==> src/rtl/ysyx_041514_mem_wb_pkg.sv <==
// Shared widths, constants and helper types for the mem/wb pipeline register.
package ysyx_041514_mem_wb_pkg;

  localparam int XLEN              = 64;
  localparam int INST_LEN          = 32;
  localparam int REG_ADDRWIDTH     = 5;
  localparam int CSR_REG_ADDRWIDTH = 12;
  localparam int TRAP_LEN          = 8;

  // addi x0, x0, 0 -- the canonical bubble instruction word
  localparam logic [INST_LEN-1:0] INST_NOP      = 32'h0000_0013;
  localparam logic [TRAP_LEN-1:0] TRAP_BUS_ZERO = '0;

  // What the register does on the next edge
  typedef enum logic [1:0] {
    CTRL_ADVANCE = 2'd0,
    CTRL_STALL   = 2'd1,
    CTRL_FLUSH   = 2'd2
  } ctrl_e;

  // Everything that travels from the memory stage to write-back
  typedef struct packed {
    logic [XLEN-1:0]              pc;
    logic [XLEN-1:0]              mem_data;
    logic [XLEN-1:0]              exc_csr_data;
    logic [INST_LEN-1:0]          inst_data;
    logic [REG_ADDRWIDTH-1:0]     rd_idx;
    logic [CSR_REG_ADDRWIDTH-1:0] csr_addr;
    logic                         exc_csr_valid;
    logic [TRAP_LEN-1:0]          trap_bus;
  } wb_bundle_t;

  // A bubble: no register write, no CSR write, no trap, NOP instruction
  localparam wb_bundle_t BUBBLE = '{
    pc:            '0,
    mem_data:      '0,
    exc_csr_data:  '0,
    inst_data:     INST_NOP,
    rd_idx:        '0,
    csr_addr:      '0,
    exc_csr_valid: 1'b0,
    trap_bus:      TRAP_BUS_ZERO
  };

  // Flush dominates stall, stall dominates advance
  function automatic ctrl_e decode_ctrl(input logic stall, input logic flush);
    if (flush) begin
      return CTRL_FLUSH;
    end else if (stall) begin
      return CTRL_STALL;
    end
    return CTRL_ADVANCE;
  endfunction

endpackage

==> src/rtl/ysyx_041514_mem_wb.sv <==
// Memory -> write-back pipeline register with a one-entry stalled-load data buffer
// and a registered commit pulse.
module ysyx_041514_mem_wb
  import ysyx_041514_mem_wb_pkg::*;
(
  input  logic                         clk,
  input  logic                         rst,
  input  logic                         stall_valid_i,
  input  logic                         flush_valid_i,
  input  logic                         mem_valid_i,
  input  logic [XLEN-1:0]              pc_i,
  input  logic [XLEN-1:0]              mem_data_i,
  input  logic [XLEN-1:0]              exc_csr_data_i,
  input  logic [INST_LEN-1:0]          inst_data_i,
  input  logic [REG_ADDRWIDTH-1:0]     rd_idx_i,
  input  logic [CSR_REG_ADDRWIDTH-1:0] csr_addr_i,
  input  logic                         exc_csr_valid_i,
  input  logic [TRAP_LEN-1:0]          trap_bus_i,
  input  logic                         load_valid_i,
  input  logic                         mem_data_ready_i,
  output logic                         rdata_buff_valid_o,
  output logic [XLEN-1:0]              rdata_buff_o,
  output logic [XLEN-1:0]              pc_o,
  output logic [XLEN-1:0]              mem_data_o,
  output logic [XLEN-1:0]              exc_csr_data_o,
  output logic [INST_LEN-1:0]          inst_data_o,
  output logic [REG_ADDRWIDTH-1:0]     rd_idx_o,
  output logic [CSR_REG_ADDRWIDTH-1:0] csr_addr_o,
  output logic                         exc_csr_valid_o,
  output logic [TRAP_LEN-1:0]          trap_bus_o,
  output logic                         commit_valid_o
);

  ctrl_e      ctrl;
  wb_bundle_t bundle_in;
  wb_bundle_t bundle_reg;
  logic       commit_reg;
  logic       buff_valid_reg;
  logic [XLEN-1:0] buff_data_reg;
  logic       buff_capture;

  // Decode the edge action and gather the incoming bundle
  always_comb begin
    ctrl         = decode_ctrl(stall_valid_i, flush_valid_i);
    bundle_in    = '{
      pc:            pc_i,
      mem_data:      mem_data_i,
      exc_csr_data:  exc_csr_data_i,
      inst_data:     inst_data_i,
      rd_idx:        rd_idx_i,
      csr_addr:      csr_addr_i,
      exc_csr_valid: exc_csr_valid_i,
      trap_bus:      trap_bus_i
    };
    // Only the first returning load while stalled is kept; the buffer is never overwritten
    buff_capture = load_valid_i & mem_data_ready_i & ~buff_valid_reg;
  end

  // Bundle register and commit pulse: bubble on flush, hold on stall, latch on advance
  always_ff @(posedge clk or posedge rst) begin
    if (rst) begin
      bundle_reg <= BUBBLE;
      commit_reg <= 1'b0;
    end else begin
      case (ctrl)
        CTRL_FLUSH: begin
          bundle_reg <= BUBBLE;
          commit_reg <= 1'b0;
        end
        CTRL_STALL: begin
          commit_reg <= 1'b0;
        end
        default: begin
          bundle_reg <= bundle_in;
          commit_reg <= mem_valid_i;
        end
      endcase
    end
  end

  // Load-data buffer: fills once during a stall, empties on any advance or flush
  always_ff @(posedge clk or posedge rst) begin
    if (rst) begin
      buff_valid_reg <= 1'b0;
      buff_data_reg  <= '0;
    end else begin
      case (ctrl)
        CTRL_STALL: begin
          if (buff_capture) begin
            buff_valid_reg <= 1'b1;
            buff_data_reg  <= mem_data_i;
          end
        end
        default: begin
          buff_valid_reg <= 1'b0;
          buff_data_reg  <= '0;
        end
      endcase
    end
  end

  assign pc_o               = bundle_reg.pc;
  assign mem_data_o         = bundle_reg.mem_data;
  assign exc_csr_data_o     = bundle_reg.exc_csr_data;
  assign inst_data_o        = bundle_reg.inst_data;
  assign rd_idx_o           = bundle_reg.rd_idx;
  assign csr_addr_o         = bundle_reg.csr_addr;
  assign exc_csr_valid_o    = bundle_reg.exc_csr_valid;
  assign trap_bus_o         = bundle_reg.trap_bus;
  assign commit_valid_o     = commit_reg;
  assign rdata_buff_valid_o = buff_valid_reg;
  assign rdata_buff_o       = buff_data_reg;

endmodule

==> config.mk <==
export PLATFORM = sky130hd
export DESIGN_NAME = ysyx_041514_mem_wb
export DESIGN_NICKNAME = d
export VERILOG_FILES = /design/src/rtl/ysyx_041514_mem_wb_pkg.sv /design/src/rtl/ysyx_041514_mem_wb.sv
export SDC_FILE = /design/constraint.sdc
export NUM_CORES = 1
export LEC_CHECK = 0
export BUFFER_PORTS_ARGS = -buffer_cell sky130_fd_sc_hd__clkbuf_2
export CAP_MARGIN = 10
export CORE_MARGIN = 8
export CORE_UTILIZATION = 31
export DETAILED_ROUTE_END_ITERATION = 6
export PLACE_DENSITY_LB_ADDON = 0.15
export SETUP_SLACK_MARGIN = 0.2
export SYNTH_ARGS = -nofsm -noshare
export SYNTH_HDL_FRONTEND = slang
export SYNTH_SLANG_ARGS = --single-unit
==> constraint.sdc <==
create_clock -name clk -period 9.8 [get_ports clk]
set_input_delay 0.49 -clock clk [delete_from_list [all_inputs] [get_ports clk]]
set_output_delay 0.49 -clock clk [all_outputs]
set_load 0.05 [all_outputs]
==> results of run 1 <==
## how the worst max path moves through the flow
| stage | from | to | cells after the start |
|---|---|---|---|
| 2_1_floorplan | rst | commit_valid_o$_DFF_PP0_ | 1 |
| 3_3_place_gp | stall_valid_i | pc_o[26]$_DFFE_PP0P_ | 5 |
| 3_5_place_dp | stall_valid_i | pc_o[11]$_DFFE_PP0P_ | 5 |
| 4_1_cts | stall_valid_i | pc_o[11]$_DFFE_PP0P_ | 5 |
| 5_1_grt | stall_valid_i | pc_o[20]$_DFFE_PP0P_ | 5 |
| 6_report | stall_valid_i | pc_o[11]$_DFFE_PP0P_ | 5 |
## synthesized netlist by cell type
master    count
and3b_1       1
clkbuf_1     24
dfrtp_1     313
buf_6         7
dfstp_2       3
and2b_2       1
buf_12        7
buf_2        25
mux2i_1     311
inv_1         1
nor3b_1       2
a21oi_1       1
a211o_2       3
buf_8        26
nor2_1      247
nor2b_1       2
nand3b_1    128
buf_4         3
## metal layers
layer  GRT usage  vias up  routed length (um)
met5           0        -                  11
met4      0.0522        2                 923
met3      0.0656       52                4370
met2       0.281      347               22500
met1       0.202     5014               18200
li1            -     4812                   -
## power by group
group / internal (mW) / switching, mW / total (mW)
clock network: 0.833 / 0.555 / 1.39
registers: 1.37 / 0.0383 / 1.41
logic: 0.163 / 0.426 / 0.589
## cell families after synthesis
logic type / count (synthesis)
muxes: 311
and+or+nand+nor: 381
buffers and inverters: 93
DFF: 316
AOI/OAI and AO/OA: 4
## through the flow
stage	cells	total power, mW	worst slack (ns)	utilization
3_3_place_gp	2187	2.03	6.23	0.379
6_report	2259	3.39	6.72	0.407
4_1_cts	2255	3.45	6.78	0.406
3_5_place_dp	2187	2.03	6.19	0.379
5_1_grt	2259	3.54	6.54	0.407
2_1_floorplan	1105	1.86	0.572	-
## flip-flops by register name (all words and copies together) (netlist names)
register / cells
csr_addr_o: 12
mem_data_o: 64
inst_data_o: 32
rdata_buff_valid_o: 1
pc_o: 64
exc_csr_valid_o: 1
exc_csr_data_o: 64
rd_idx_o: 5
trap_bus_o: 8
commit_valid_o: 1
rdata_buff_o: 64
## final cells by class
cell class / count / area, um2
clock buffers: 58 / 1150
well taps: 592 / 741
flip-flops and latches: 316 / 7910
fillers: 4435 / 26200
inverters: 1 / 11.3
clock inverters: 10 / 81.3
multi-input cells: 696 / 5080
repair buffers: 582 / 2960
diodes: 4 / 10.0
==> flow_metrics.env, run 1 <==
export IMPL_reg2reg_setup_slack_ns=7.67
export IMPL_dp_hpwl_mm=33.0
export IMPL_viasPerCell=4.53
export IMPL_dieArea_um2=51700
export IMPL_synth_top_family_by_area="multiplexers"
export IMPL_synth_seq_cells=316
export IMPL_die_w_um=227
export IMPL_design_area_um2=17900
export IMPL_end_kind="flop"
export IMPL_core_area_um2=44100
export IMPL_netlist_area_um2=13800
export IMPL_grt_pass1_vias=10834
export IMPL_holdCritPathClass="input pin to asynchronous set/reset pin"
export IMPL_dpl_cell_area_um2=16700
export IMPL_yosysSeqAreaShare=0.571
export IMPL_clock_sinks=316
export IMPL_syn_inst=1105
export IMPL_cp_num_buf_inv=3
export IMPL_drc=0
export IMPL_synth_simple_area_share=0.140
export IMPL_gp_congestion=0.799
export IMPL_setup_violations=0
export IMPL_final_cell_mix="clkbuf_2 (570), dfrtp_1 (313), mux2i_1 (311)"
export IMPL_postSynthAreaPerCell_um2=12.5
export IMPL_worst_path_max_delay_cell="buf_4"
export IMPL_path_cells="buf_8, buf_4, buf_4, mux2i_1, nor2_1"
export IMPL_hold_slack_ns=0.0691
export IMPL_layout_commonest_cell="clkbuf_2"
export IMPL_path_max_fanout=106
export IMPL_finalNetCount=1893
export IMPL_post_route_min_period_ns=3.08
export IMPL_irDropWorstVdd_mv=0.120
export IMPL_detail_route_wirelength_mm=46.0
export IMPL_drtIter0Drc=710
export IMPL_post_synth_main_area_contributors="dfrtp_1 (57%), mux2i_1 (22%), nand3b_1 (6.9%)"
export IMPL_cp_start_kind="input pin"
export IMPL_path_delay_family="buffers and inverters"
export IMPL_reg2reg_to="rdata_buff_o[41]$_DFFE_PP0P_"
export IMPL_grt_max_degree=179
export IMPL_ctsLongestPathBuffers=3
export IMPL_relSlewSlack=0.249
export IMPL_maxCapViolCount=0
export IMPL_worstPathRequired_ns=10.17
export IMPL_synth_xor_area_frac=0
export IMPL_ioPinCount=573
export IMPL_synth_top_area_frac=0.566
export IMPL_pwr_density_cell_nw_per_um2=189
export IMPL_rsz0062_at_grt="no"
export IMPL_synth_compound_area_frac=0.00253
export IMPL_synth_adder_area_share=0
export IMPL_cp_arrival_ns=3.46
export IMPL_syn_num_nets=1362
export IMPL_wl_per_cell_um=20.4
export IMPL_clk_pin_slew_ns=0.06
export IMPL_port_buffers=572
export IMPL_firstDrtPassIters=4
export IMPL_rows=77
export IMPL_cts_max_level=2
export IMPL_cts_buffers=39
export IMPL_drtAntennaViolNets=0
export IMPL_drive_gt1_frac=0.391
export IMPL_antenna_found_initial=5
export IMPL_cts_root_buf="clkbuf_16"
export IMPL_grt_pass1_wl_mm=67.5
export IMPL_crit_type="input pin to flop"
export IMPL_r2r_start="rdata_buff_valid_o$_DFFE_PP0P_"
export IMPL_synth_top_area_cell="dfrtp_1"
export IMPL_ys_warn_count=0
export IMPL_crit_path_max_incr_delay_ns=0.88
export IMPL_holdBufCountCts=0
export IMPL_r2r_cells=3
export IMPL_hold_violations=0
export IMPL_synthToLayoutAreaGrowth_pct=29.6
export IMPL_max_freq_mhz=324
export IMPL_dieHeight_um=227
export IMPL_slew_violations=0
export IMPL_crit_top_cell="buf_4"
export IMPL_synth_cell_type_count=18
export IMPL_grt_overflow_total=0
export IMPL_vias=10227
export IMPL_cellLeakagePower_nw=9.73
export IMPL_clk_latency_ns=0.54
export IMPL_fin_crit_sh=0.315
export IMPL_cts_tree="done"
export IMPL_status="complete, no violations"
export IMPL_grt_usage=0.170
export IMPL_muxShareOfSynthArea=0.225
export IMPL_finClkSkew_ns=0.00560
export IMPL_post_cts_setup_buffer_count=0
export IMPL_fin_setup_tns_ns=0
export IMPL_cts_resized=0
export IMPL_worst_pin_slew_ns=1.13
export IMPL_initial_core_util=0.314
Power figures use the tool's default switching activity.
==> run 2, diff against run 1 <==
Clock period 9.8 ns to 2.88 ns, I/O delays scaled along.
==> flow_metrics.env, run 2 (synthesis gave the netlist of run 1 again) <==
export IMPL_grt_overflow_total=0
export IMPL_die_w_um=227
export IMPL_rsz0062_at_grt="no"
export IMPL_grt_pass1_wl_mm=72.8
export IMPL_setup_violations=0
export IMPL_path_cells="clkbuf_2"
export IMPL_grt_max_degree=109
export IMPL_antenna_found_initial=1
export IMPL_finalWorstSetupSlack_ns=1.34
export IMPL_relSlewSlack=0.538
export IMPL_worstPathRequired_ns=2.74
export IMPL_multi_input_area_um2=5080
export IMPL_synthToLayoutAreaGrowth_pct=50.1
export IMPL_holdPathStages=2
export IMPL_fin_crit_sh=0.535
export IMPL_dp_cells=2200
export IMPL_pre_cts_slack_ns=1.31
export IMPL_rows=77
export IMPL_core_area_um2=44100
export IMPL_dp_hpwl_mm=34.0
export IMPL_slew_violations=0
export IMPL_crit_path_max_incr_delay_ns=0.54
export IMPL_end_kind="output port"
export IMPL_cp_num_buf_inv=1
export IMPL_min_to="mem_data_o[0]$_DFFE_PP0P_"
export IMPL_dieHeight_um=227
export IMPL_path_delay_family="flip-flops"
export IMPL_reg2reg_setup_slack_ns=1.37
export IMPL_clock_sinks=316
export IMPL_maxCapViolCount=0
export IMPL_drive_gt1_frac=0.341
export IMPL_clk_pin_slew_ns=0.06
export IMPL_cts_buffers=39
export IMPL_startpoint="inst_data_o[0]$_DFFE_PP1P_"
export IMPL_final_cell_mix="clkbuf_2 (570), dfrtp_1 (313), mux2i_1 (311)"
export IMPL_fin_util=0.471
export IMPL_port_buffers=572
export IMPL_cp_depth=1
export IMPL_cts_tree="done"
export IMPL_ioPinCount=573
export IMPL_firstDrtPassIters=4
export IMPL_hold_start="flush_valid_i"
export IMPL_layout_cells_non_filler=2524
export IMPL_wl_per_cell_um=19.0
export IMPL_final_seq_area_um2=7910
export IMPL_hold_violations=0
export IMPL_vias=11361
export IMPL_ctsLongestPathBuffers=3
export IMPL_r2r_cells=3
export IMPL_drc=0
export IMPL_cp_start_kind="flop"
export IMPL_reg2reg_to="rdata_buff_o[36]$_DFFE_PP0P_"
export IMPL_irDropWorstVdd_mv=0.346
export IMPL_post_cts_setup_buffer_count=0
export IMPL_worst_path_max_delay_cell="dfstp_2"
export IMPL_clk_latency_ns=0.54
export IMPL_worst_pin_slew_ns=0.694
export IMPL_layout_commonest_cell="clkbuf_2"
export IMPL_post_route_min_period_ns=1.54
export IMPL_fin_setup_tns_ns=0
export IMPL_r2r_start="rdata_buff_valid_o$_DFFE_PP0P_"
export IMPL_path_max_fanout=2
export IMPL_crit_type="flop to output port"
export IMPL_status="complete, no violations"
export IMPL_drtIter0Drc=597
export IMPL_initial_core_util=0.314
export IMPL_max_freq_mhz=648
export IMPL_grt_usage=0.179
export IMPL_finalNetCount=2160
export IMPL_pwr_density_cell_nw_per_um2=570
export IMPL_finClkSkew_ns=0.00705
export IMPL_detail_route_wirelength_mm=48.0
export IMPL_dieArea_um2=51700
export IMPL_finalPower_mw=11.9
export IMPL_cts_max_level=2
export IMPL_grt_pass1_vias=12346
export IMPL_cp_arrival_ns=1.40
export IMPL_holdBufCountCts=254
export IMPL_cts_resized=0
export IMPL_viasPerCell=4.50
export IMPL_drtAntennaViolNets=0
export IMPL_holdCritPathClass="input pin to flop"
export IMPL_cts_root_buf="clkbuf_16"
export IMPL_cellLeakagePower_nw=10.9
export IMPL_gp_congestion=0.801
export IMPL_final_fill_count=4118
-- run 2: cell count changes in the layout (fill, tap and decap cells not counted) --
cell           before  now
buf_12              0   16
bufinv_16           1    0
clkbuf_1            9   14
dlygate4sd3_1       0  254
clkbuf_16          39   41
clkinv_2            7    4
inv_6               1    0
diode_2             4    1
buf_4              10    7
inv_8               1    0
-- run 2: metal layers --
layer	part of all wire	GRT usage	vias up	wire [um]
met2	0.48	0.297	401	23200
met1	0.40	0.216	5551	19300
met4	0.034	0.0741	0	1620
met3	0.081	0.0538	82	3880
li1	-	-	5327	-
met5	0	0	-	0
-- run 2: how the worst max path moves through the flow --
stage	end	slack, ns
after floorplan	commit_valid_o$_DFF_PP0_	-1.47
after global placement	pc_o[4]$_DFFE_PP0P_	1.31
after detailed placement	mem_data_o[7]$_DFFE_PP0P_	1.31
after CTS	inst_data_o[0]	1.29
after global routing	inst_data_o[0]	1.29
final	inst_data_o[0]	1.34
-- run 2: metrics by stage --
stage	hold slack (ns)	cell area, um2
detailed placement	0.288	17000
floorplan	0.297	13800
CTS	0.0693	20800
finish	0.0901	20800
global route	0.111	20800
global placement	0.292	17000
-- run 2: area by class of cell --
type,instances,area share
clock buffers,65,0.0585
repair buffers,849,0.279
diodes,1,0.000120
inverters,1,0.000361
multi-input cells,696,0.245
flip-flops and latches,316,0.381
well taps,592,0.0356
clock inverters,4,0.000963
-- run 2: report_power, final --
| part | total (mW) | internal (mW) | switching [mW] |
|---|---|---|---|
| sequential | 4.79 | 4.66 | 0.130 |
| clock | 4.72 | 2.86 | 1.86 |
| combinational | 2.34 | 0.811 | 1.53 |
